### src/rtl/instr_fetch_stage_if.sv
// Instruction-memory request/acknowledge bus between the fetch stage (master)
// and instruction memory (slave).
`default_nettype none

interface instr_fetch_stage_if;
  logic        imem_req;
  logic [31:0] imem_addr;
  logic        imem_ack;
  logic [31:0] imem_rdata;

  modport master (
    output imem_req,
    output imem_addr,
    input  imem_ack,
    input  imem_rdata
  );

  modport slave (
    input  imem_req,
    input  imem_addr,
    output imem_ack,
    output imem_rdata
  );
endinterface

`default_nettype wire

### src/rtl/instr_fetch_stage.sv
// ============================================================================
// Module  : instr_fetch_stage
// Purpose : Fetch stage with req/ack imem handshake, decode register, 1-entry
//           skid buffer, PCSrc redirect and wrong-path kill. Optional macro
//           MISALIGN_CHECK_EN adds a sticky misaligned-redirect error output.
// Revision: 1.0
// ============================================================================
`default_nettype none

module instr_fetch_stage #(
  parameter logic [31:0] RESET_PC  = 32'h0000_0000,
  parameter logic [31:0] NOP_INSTR = 32'h0000_0013
) (
  input  logic                       clk,
  input  logic                       rst,
  instr_fetch_stage_if.master        imem,
  input  logic                       stall,
  input  logic                       PCSrc,
  input  logic [31:0]                PCTarget,
  output logic                       valid_D,
  output logic [31:0]                Instr_D,
  output logic [31:0]                PC_D,
  output logic [31:0]                PCPlus4_D,
  output logic [6:0]                 Op,
  output logic [2:0]                 funct3,
  output logic [6:0]                 funct7
`ifdef MISALIGN_CHECK_EN
  ,
  output logic                       misalign_err
`endif
);

  localparam logic [1:0] S_IDLE = 2'd0;
  localparam logic [1:0] S_REQ  = 2'd1;
  localparam logic [1:0] S_FULL = 2'd2;

  logic [1:0]  state;
  logic [31:0] pc_f;
  logic [31:0] req_addr;
  logic [31:0] instr_q;
  logic [31:0] skid_instr;
  logic [31:0] skid_pc;
  logic        skid_valid;
  logic        kill;
  logic        err_q;

  logic [31:0] tgt;
  logic        tgt_bad;
  logic        redirect;
  logic        advance;

`ifdef MISALIGN_CHECK_EN
  assign tgt          = PCTarget;
  assign tgt_bad      = |PCTarget[1:0];
  assign misalign_err = err_q;
`else
  assign tgt     = {PCTarget[31:2], 2'b00};
  assign tgt_bad = 1'b0;
  logic unused_tgt_lsb;
  assign unused_tgt_lsb = ^PCTarget[1:0];
`endif

  assign redirect = PCSrc && valid_D;
  assign advance  = !valid_D || !stall;

  assign imem.imem_req  = (state == S_REQ);
  assign imem.imem_addr = req_addr;

  assign Instr_D   = valid_D ? instr_q : NOP_INSTR;
  assign PCPlus4_D = PC_D + 32'd4;
  assign Op        = Instr_D[6:0];
  assign funct3    = Instr_D[14:12];
  assign funct7    = Instr_D[31:25];

  always_ff @(posedge clk or negedge rst) begin
    if (!rst) begin
      state      <= S_IDLE;
      pc_f       <= RESET_PC;
      req_addr   <= RESET_PC;
      valid_D    <= 1'b0;
      instr_q    <= NOP_INSTR;
      PC_D       <= 32'd0;
      skid_instr <= NOP_INSTR;
      skid_pc    <= 32'd0;
      skid_valid <= 1'b0;
      kill       <= 1'b0;
      err_q      <= 1'b0;
    end else if (redirect) begin
      valid_D    <= 1'b0;
      skid_valid <= 1'b0;
      pc_f       <= tgt;
      if (tgt_bad) begin
        err_q <= 1'b1;
        kill  <= 1'b0;
        state <= S_IDLE;
      end else if ((state == S_REQ) && !imem.imem_ack) begin
        // Request must stay stable until its ack; that ack is then dropped.
        kill <= 1'b1;
      end else begin
        kill     <= 1'b0;
        state    <= S_REQ;
        req_addr <= tgt;
      end
    end else begin
      if (advance) begin
        valid_D <= 1'b0;
      end
      case (state)
        S_IDLE: begin
          if (!err_q) begin
            state    <= S_REQ;
            req_addr <= pc_f;
          end
        end
        S_REQ: begin
          if (imem.imem_ack) begin
            if (kill) begin
              kill     <= 1'b0;
              req_addr <= pc_f;
            end else begin
              pc_f <= pc_f + 32'd4;
              if (advance && !skid_valid) begin
                instr_q  <= imem.imem_rdata;
                PC_D     <= req_addr;
                valid_D  <= 1'b1;
                req_addr <= pc_f + 32'd4;
              end else begin
                skid_instr <= imem.imem_rdata;
                skid_pc    <= req_addr;
                skid_valid <= 1'b1;
                state      <= S_FULL;
              end
            end
          end
        end
        S_FULL: begin
          if (advance) begin
            instr_q    <= skid_instr;
            PC_D       <= skid_pc;
            valid_D    <= 1'b1;
            skid_valid <= 1'b0;
            state      <= S_REQ;
            req_addr   <= pc_f;
          end
        end
        default: state <= S_IDLE;
      endcase
    end
  end

endmodule

`default_nettype wire
### src/flat_wrapper.sv
// flat-port wrapper written by rule: the top's interface ports become plain ports
module instr_fetch_stage_flat 
#(
  parameter logic [31:0] RESET_PC  = 32'h0000_0000,
  parameter logic [31:0] NOP_INSTR = 32'h0000_0013
)
  (clk, rst, stall, PCSrc, PCTarget, valid_D, Instr_D, PC_D, PCPlus4_D, Op, funct3, funct7, imem_imem_req, imem_imem_addr, imem_imem_ack, imem_imem_rdata);
  instr_fetch_stage_if imem_i ();
  input  logic clk;
  input  logic rst;
  input  logic stall;
  input  logic PCSrc;
  input  logic [31:0] PCTarget;
  output logic valid_D;
  output logic [31:0] Instr_D;
  output logic [31:0] PC_D;
  output logic [31:0] PCPlus4_D;
  output logic [6:0] Op;
  output logic [2:0] funct3;
  output logic [6:0] funct7;
  output wire logic [$bits(imem_i.imem_req)-1:0] imem_imem_req;
  output wire logic [$bits(imem_i.imem_addr)-1:0] imem_imem_addr;
  input wire logic [$bits(imem_i.imem_ack)-1:0] imem_imem_ack;
  input wire logic [$bits(imem_i.imem_rdata)-1:0] imem_imem_rdata;
  assign imem_imem_req = imem_i.imem_req;
  assign imem_imem_addr = imem_i.imem_addr;
  assign imem_i.imem_ack = imem_imem_ack;
  assign imem_i.imem_rdata = imem_imem_rdata;
  instr_fetch_stage #(.RESET_PC(RESET_PC), .NOP_INSTR(NOP_INSTR)) u_core (.clk(clk), .rst(rst), .imem(imem_i), .stall(stall), .PCSrc(PCSrc), .PCTarget(PCTarget), .valid_D(valid_D), .Instr_D(Instr_D), .PC_D(PC_D), .PCPlus4_D(PCPlus4_D), .Op(Op), .funct3(funct3), .funct7(funct7));
endmodule
### config.mk
export PLATFORM = sky130hd
export DESIGN_NAME = instr_fetch_stage_flat
export DESIGN_NICKNAME = d
export VERILOG_FILES = /design/src/rtl/instr_fetch_stage_if.sv /design/src/rtl/instr_fetch_stage.sv /design/src/flat_wrapper.sv
export SDC_FILE = /design/constraint.sdc
export NUM_CORES = 1
export LEC_CHECK = 0
export BUFFER_PORTS_ARGS = -buffer_cell sky130_fd_sc_hd__buf_2
export CORE_MARGIN = 2
export CORE_UTILIZATION = 55
export DETAILED_ROUTE_END_ITERATION = 7
export GPL_TIMING_DRIVEN = 0
export PLACE_DENSITY = 0.78
export SLEW_MARGIN = 10
export SYNTH_ARGS = -nofsm -noshare
export SYNTH_HDL_FRONTEND = slang
export SYNTH_SLANG_ARGS = --single-unit
export TNS_END_PERCENT = 1
### constraint.sdc
create_clock -name clk -period 2.55 [get_ports clk]
set_clock_uncertainty 0.05 [all_clocks]
set_input_delay 0.765 -clock clk [delete_from_list [all_inputs] [get_ports clk]]
set_output_delay 0.765 -clock clk [all_outputs]
set_load 0.1 [all_outputs]
==> flow_results.org <==
** Run status
- Run status :: finished with violations
- The final reports fail on negative setup slack.

** Floorplan
- Horizontal die dimension :: 139.9 microns
- In this run the vertical extent of the chip is 139.9 microns.
- Count of boundary I/O pins :: 216
- Placement row count :: 49
- The die covers 19560 sq um.
- The region available for standard cell placement spans 18020 sq um.
- Starting Density :: 0.5632

** Synth
- Number of enable-type register cells in the synthesized netlist :: 0
- Count of synthesis-stage warnings from yosys :: 0
- Average size of a mapped cell :: 10.06 sq um
- Among all flip-flop cells after synthesis, the most frequent one is dfrtp_1.
- Of the synthesized area, sequential elements account for 0.4740.
- Synthesized instance count :: 1009
- The netlist uses 57 different library cells.
- Syn_nets :: 1085
- In the synthesized netlist the async set-or-reset flop fraction comes to 1.000.
- Synthesis inferred 192 register bits.
- The synthesized netlist occupies a cell area of 10150 sq um.

** Final layout
- The layout has 1204 filler cells.
- The final layout contains 1344 nets.
- Number of diodes added for antenna fixing :: 0
- Post-Route Utilization :: 0.7571
- Combined area of the multi-input logic cells :: 5490 sq um
- Layout area overhead :: 34.42%
- Storage cell area :: 4892 sq um
- Fin cells :: 1510
- Of the cells placed in the final design, the portion with a size suffix greater than 1 is 0.3888.

** Routing
- The final route contains 8688 vias.
- Iteration-0 DRC Markers :: 773
- Number of DRC violations after detailed routing :: 0
- Remaining antenna violation count :: 0
- Number of optimization iterations in the first detailed-route pass :: 5
- Number of vias per cell after detailed routing :: 5.754
- In the final routed layout, each cell accounts on average for 19.82 microns.
- The final layout contains routed wiring with a total length of 29.92 mm.

** Worst setup path
- Data on the critical path arrives at its endpoint at 2.39 ns.
- The worst setup path is captured at an output pin.
- CP delay by family, top :: simple AND/OR/NAND/NOR gates
- Startpoint types :: flop
- Worst path depth :: 8
- The slowest stage of the critical path is the dfrtp_4 cell.
- By startpoint and endpoint, the worst setup path is classified as reg -> out.
- Depth of the worst register-to-register path :: 9
- Series of cell instances along the critical path :: nand4_1 > nor3_4 > nand4_1 > buf_6 > buf_4 > nor2_4 > xnor2_4 > buf_12
- Buffers & Inverters on Critical Path :: 3
- Along the worst path, the maximum fanout reaches 4.
- Among the stages of the critical path, the cell type that occurs most often is nand4_1.
- In this design, the stage delay of the slowest critical-path cell is 0.43 ns.
- Worst path required time :: 1.74 ns

** Timing
- The number of pins with negative max-slew slack in the final report came to 0.
- The smallest clock period supported by the final layout is computed as 3.200 ns.
- For this run, the top clock speed supported by timing is 312.5 MHz.
- Worst-Margin Slew :: 0.7993 ns
- Final WS setup :: -0.6503 ns
- Setup repair after global routing could not meet its margin everywhere.
- Final count of negative-setup-slack endpoints :: 24
- Final hold slack :: 0.2627 ns
- The final hold violation count is 0.
- Relative slew slack :: 0.4672
- Share of the clock period used by the worst path after layout :: 1.255

** GRT
- The layer flagged by global routing as most heavily used is met2.
- The first global-routing pass estimated 46.60 mm of wire.
- Met1 global-route usage :: 0.4047
- Fraction of met2 tracks used by global routing :: 0.4976
- Number of global-route vias before repair :: 8592
- Across every metal layer, demand over resource in global routing totals 0.3020.
- For this run, global-route usage on met3 was measured as 0.06125.
- Overflow left after global routing :: 0
- Pin count of the biggest net entering global routing :: 108
- Antenna violations before repair :: 0

** CTS
- Root buffer cell :: clkbuf_16
- Buffers inserted during clock tree synthesis total 17.
- Later-pin clock latency in the skew report :: 0.44 ns
- Clock tree synthesis found a total of 192 sinks.
- Buffers inserted to repair hold after CTS numbered 0.
- Clock transition at the register clock pins on the worst setup and hold paths after CTS :: 0.08 ns
- The H-tree was split into 4 levels.
- TritonCTS built the clock tree.
- CTS max path bufs :: 2

** Placement
- At the end of routability-driven placement, the weighted congestion stood at 0.9183.
- Port buffering added 213 buffers.
- Detailed placement finished with a half-perimeter wire length of 20.70 mm.
- Timing analysis after detailed placement gives a worst setup slack of -0.5481 ns.
- Number of cells in the design after placement :: 1452

** Job
- Max-cap violations in this run came to 0.

** Hold path
- Hold Crit Class :: in -> async
## stage by stage
stage	TNS [ns]	area (sq um)
after floorplan	-49.12	10710
final	-9.682	13650
after CTS	-9.705	13420
after detailed placement	-33.93	12100
after global routing	-12.65	13650
after global placement	-518.52	12060
## worst paths after layout
check / startpoint / slack [ns] / end
worst min-delay path: rst / 0.26 / u_core.pc_f[7]
worst min register to register: u_core.skid_instr[31] / 0.45 / u_core.skid_instr[31]
worst max register to register: u_core.state[1] / 0.02 / u_core.imem.imem_addr[22]
max in group asynchronous: rst / 1.13 / u_core.PC_D[19]
min in group clk: u_core.skid_instr[31] / 0.45 / u_core.skid_instr[31]
worst max-delay path: u_core.PC_D[23] / -0.65 / PCPlus4_D[29]
## cell usage after synthesis, types with 2 or more instances
library cell,count,share of area
mux2_1,30,0.033
nand3_1,38,0.019
nor2b_1,3,0.0018
ha_1,7,0.0086
clkbuf_1,17,0.0063
nor4_1,7,0.0043
inv_1,10,0.0037
a211oi_1,9,0.0067
nor3_1,18,0.0089
nor4_2,2,0.0025
a221oi_2,3,0.0044
buf_1,9,0.0033
nand3_2,2,0.0020
mux2_2,34,0.038
xnor2_1,42,0.036
o22ai_1,2,0.0012
buf_4,27,0.020
nand4_1,23,0.014
a22oi_1,2,0.0015
o21ai_0,7,0.0035
mux2i_1,64,0.063
o31ai_1,13,0.0096
or3_1,3,0.0018
nor3_2,3,0.0030
nand2_1,43,0.016
dfstp_2,6,0.016
and4_1,7,0.0060
nor4_4,2,0.0042
nor2_1,144,0.053
a221oi_1,2,0.0017
a31oi_1,2,0.0012
buf_2,35,0.017
nand2b_1,5,0.0031
a21oi_1,95,0.047
a21o_1,5,0.0037
dfrtp_1,186,0.46
or4_1,3,0.0022
and2_1,35,0.022
o21ai_1,4,0.0020
and3_1,8,0.0049
xor2_1,36,0.031
## routing by layer
metal | part of all wire | wire (microns)
met5 | 0 | 0
met4 | 0.022 | 652
met3 | 0.061 | 1813
met2 | 0.51 | 15260
met1 | 0.41 | 12200
## timing repair
| item | in CTS | in global routing |
|---|---|---|
| pin swaps | 13 | 13 |
| setup endpoints to repair | 204 | 96 |
| gates resized for setup | 173 | 47 |
| setup buffers | 19 | 7 |
## sequential cells by signal (all words and copies together), names as in the netlist
| signal | cells |
|---|---|
| u_core.state | 2 |
| u_core.imem.imem_addr | 31 |
| u_core.PC_D | 31 |
| u_core.skid_pc | 31 |
| u_core.pc_f | 30 |
| u_core.instr_q | 32 |
| u_core.kill | 1 |
| u_core.valid_D | 1 |
| u_core.skid_instr | 32 |
| u_core.skid_valid | 1 |
## worst register-to-register path, stage by stage, from the launching register on
cell,delay [ns]
dfrtp_1,0.41
inv_1,0.09
ha_1,0.20
clkbuf_4,0.20
inv_2,0.12
o22ai_2,0.15
nor3_2,0.59
buf_2,0.37
nor2_1,0.06
a211oi_1,0.19
## final cells by class
class                   instances  share of cell area
repair buffers                240              0.1326
well taps                     229             0.02100
clock buffers                  17             0.03117
clock inverters                15             0.01348
flip-flops and latches        192              0.3585
inverters                      11            0.003026
plain buffers                  89             0.03796
multi-input cells             717              0.4023
## cell families (layout without fill, tap and decap cells)
family | Yosys count | in the layout | share of synthesized area
xor gates and xnor gates | 78 | 78 | 0.06729
buffers and inverters | 100 | 372 | 0.05201
DFF | 192 | 192 | 0.4740
muxes | 128 | 128 | 0.1341
adders and majority gates | 7 | 7 | 0.008627
AOI/OAI and AO/OA | 153 | 153 | 0.09009
and+or+nand+nor | 351 | 351 | 0.1739
## cells in the final DEF (no fill, tap or decap), types with 23 or more instances in the layout
cell type  synthesis  routed
nand3_1           38      34
mux2_1            30      30
nand4_1           23      23
mux2i_1           64      64
nor2_1           144     131
buf_4             27      87
xor2_1            36      24
xnor2_1           42      27
nand2_1           43      42
dfrtp_1          186     158
buf_2             35     170
mux2_2            34      34
a21oi_1           95      94
Power is left out: the tool's default activity adds up to more than one toggle a clock period on the data nets, which glitch-free logic cannot reach.
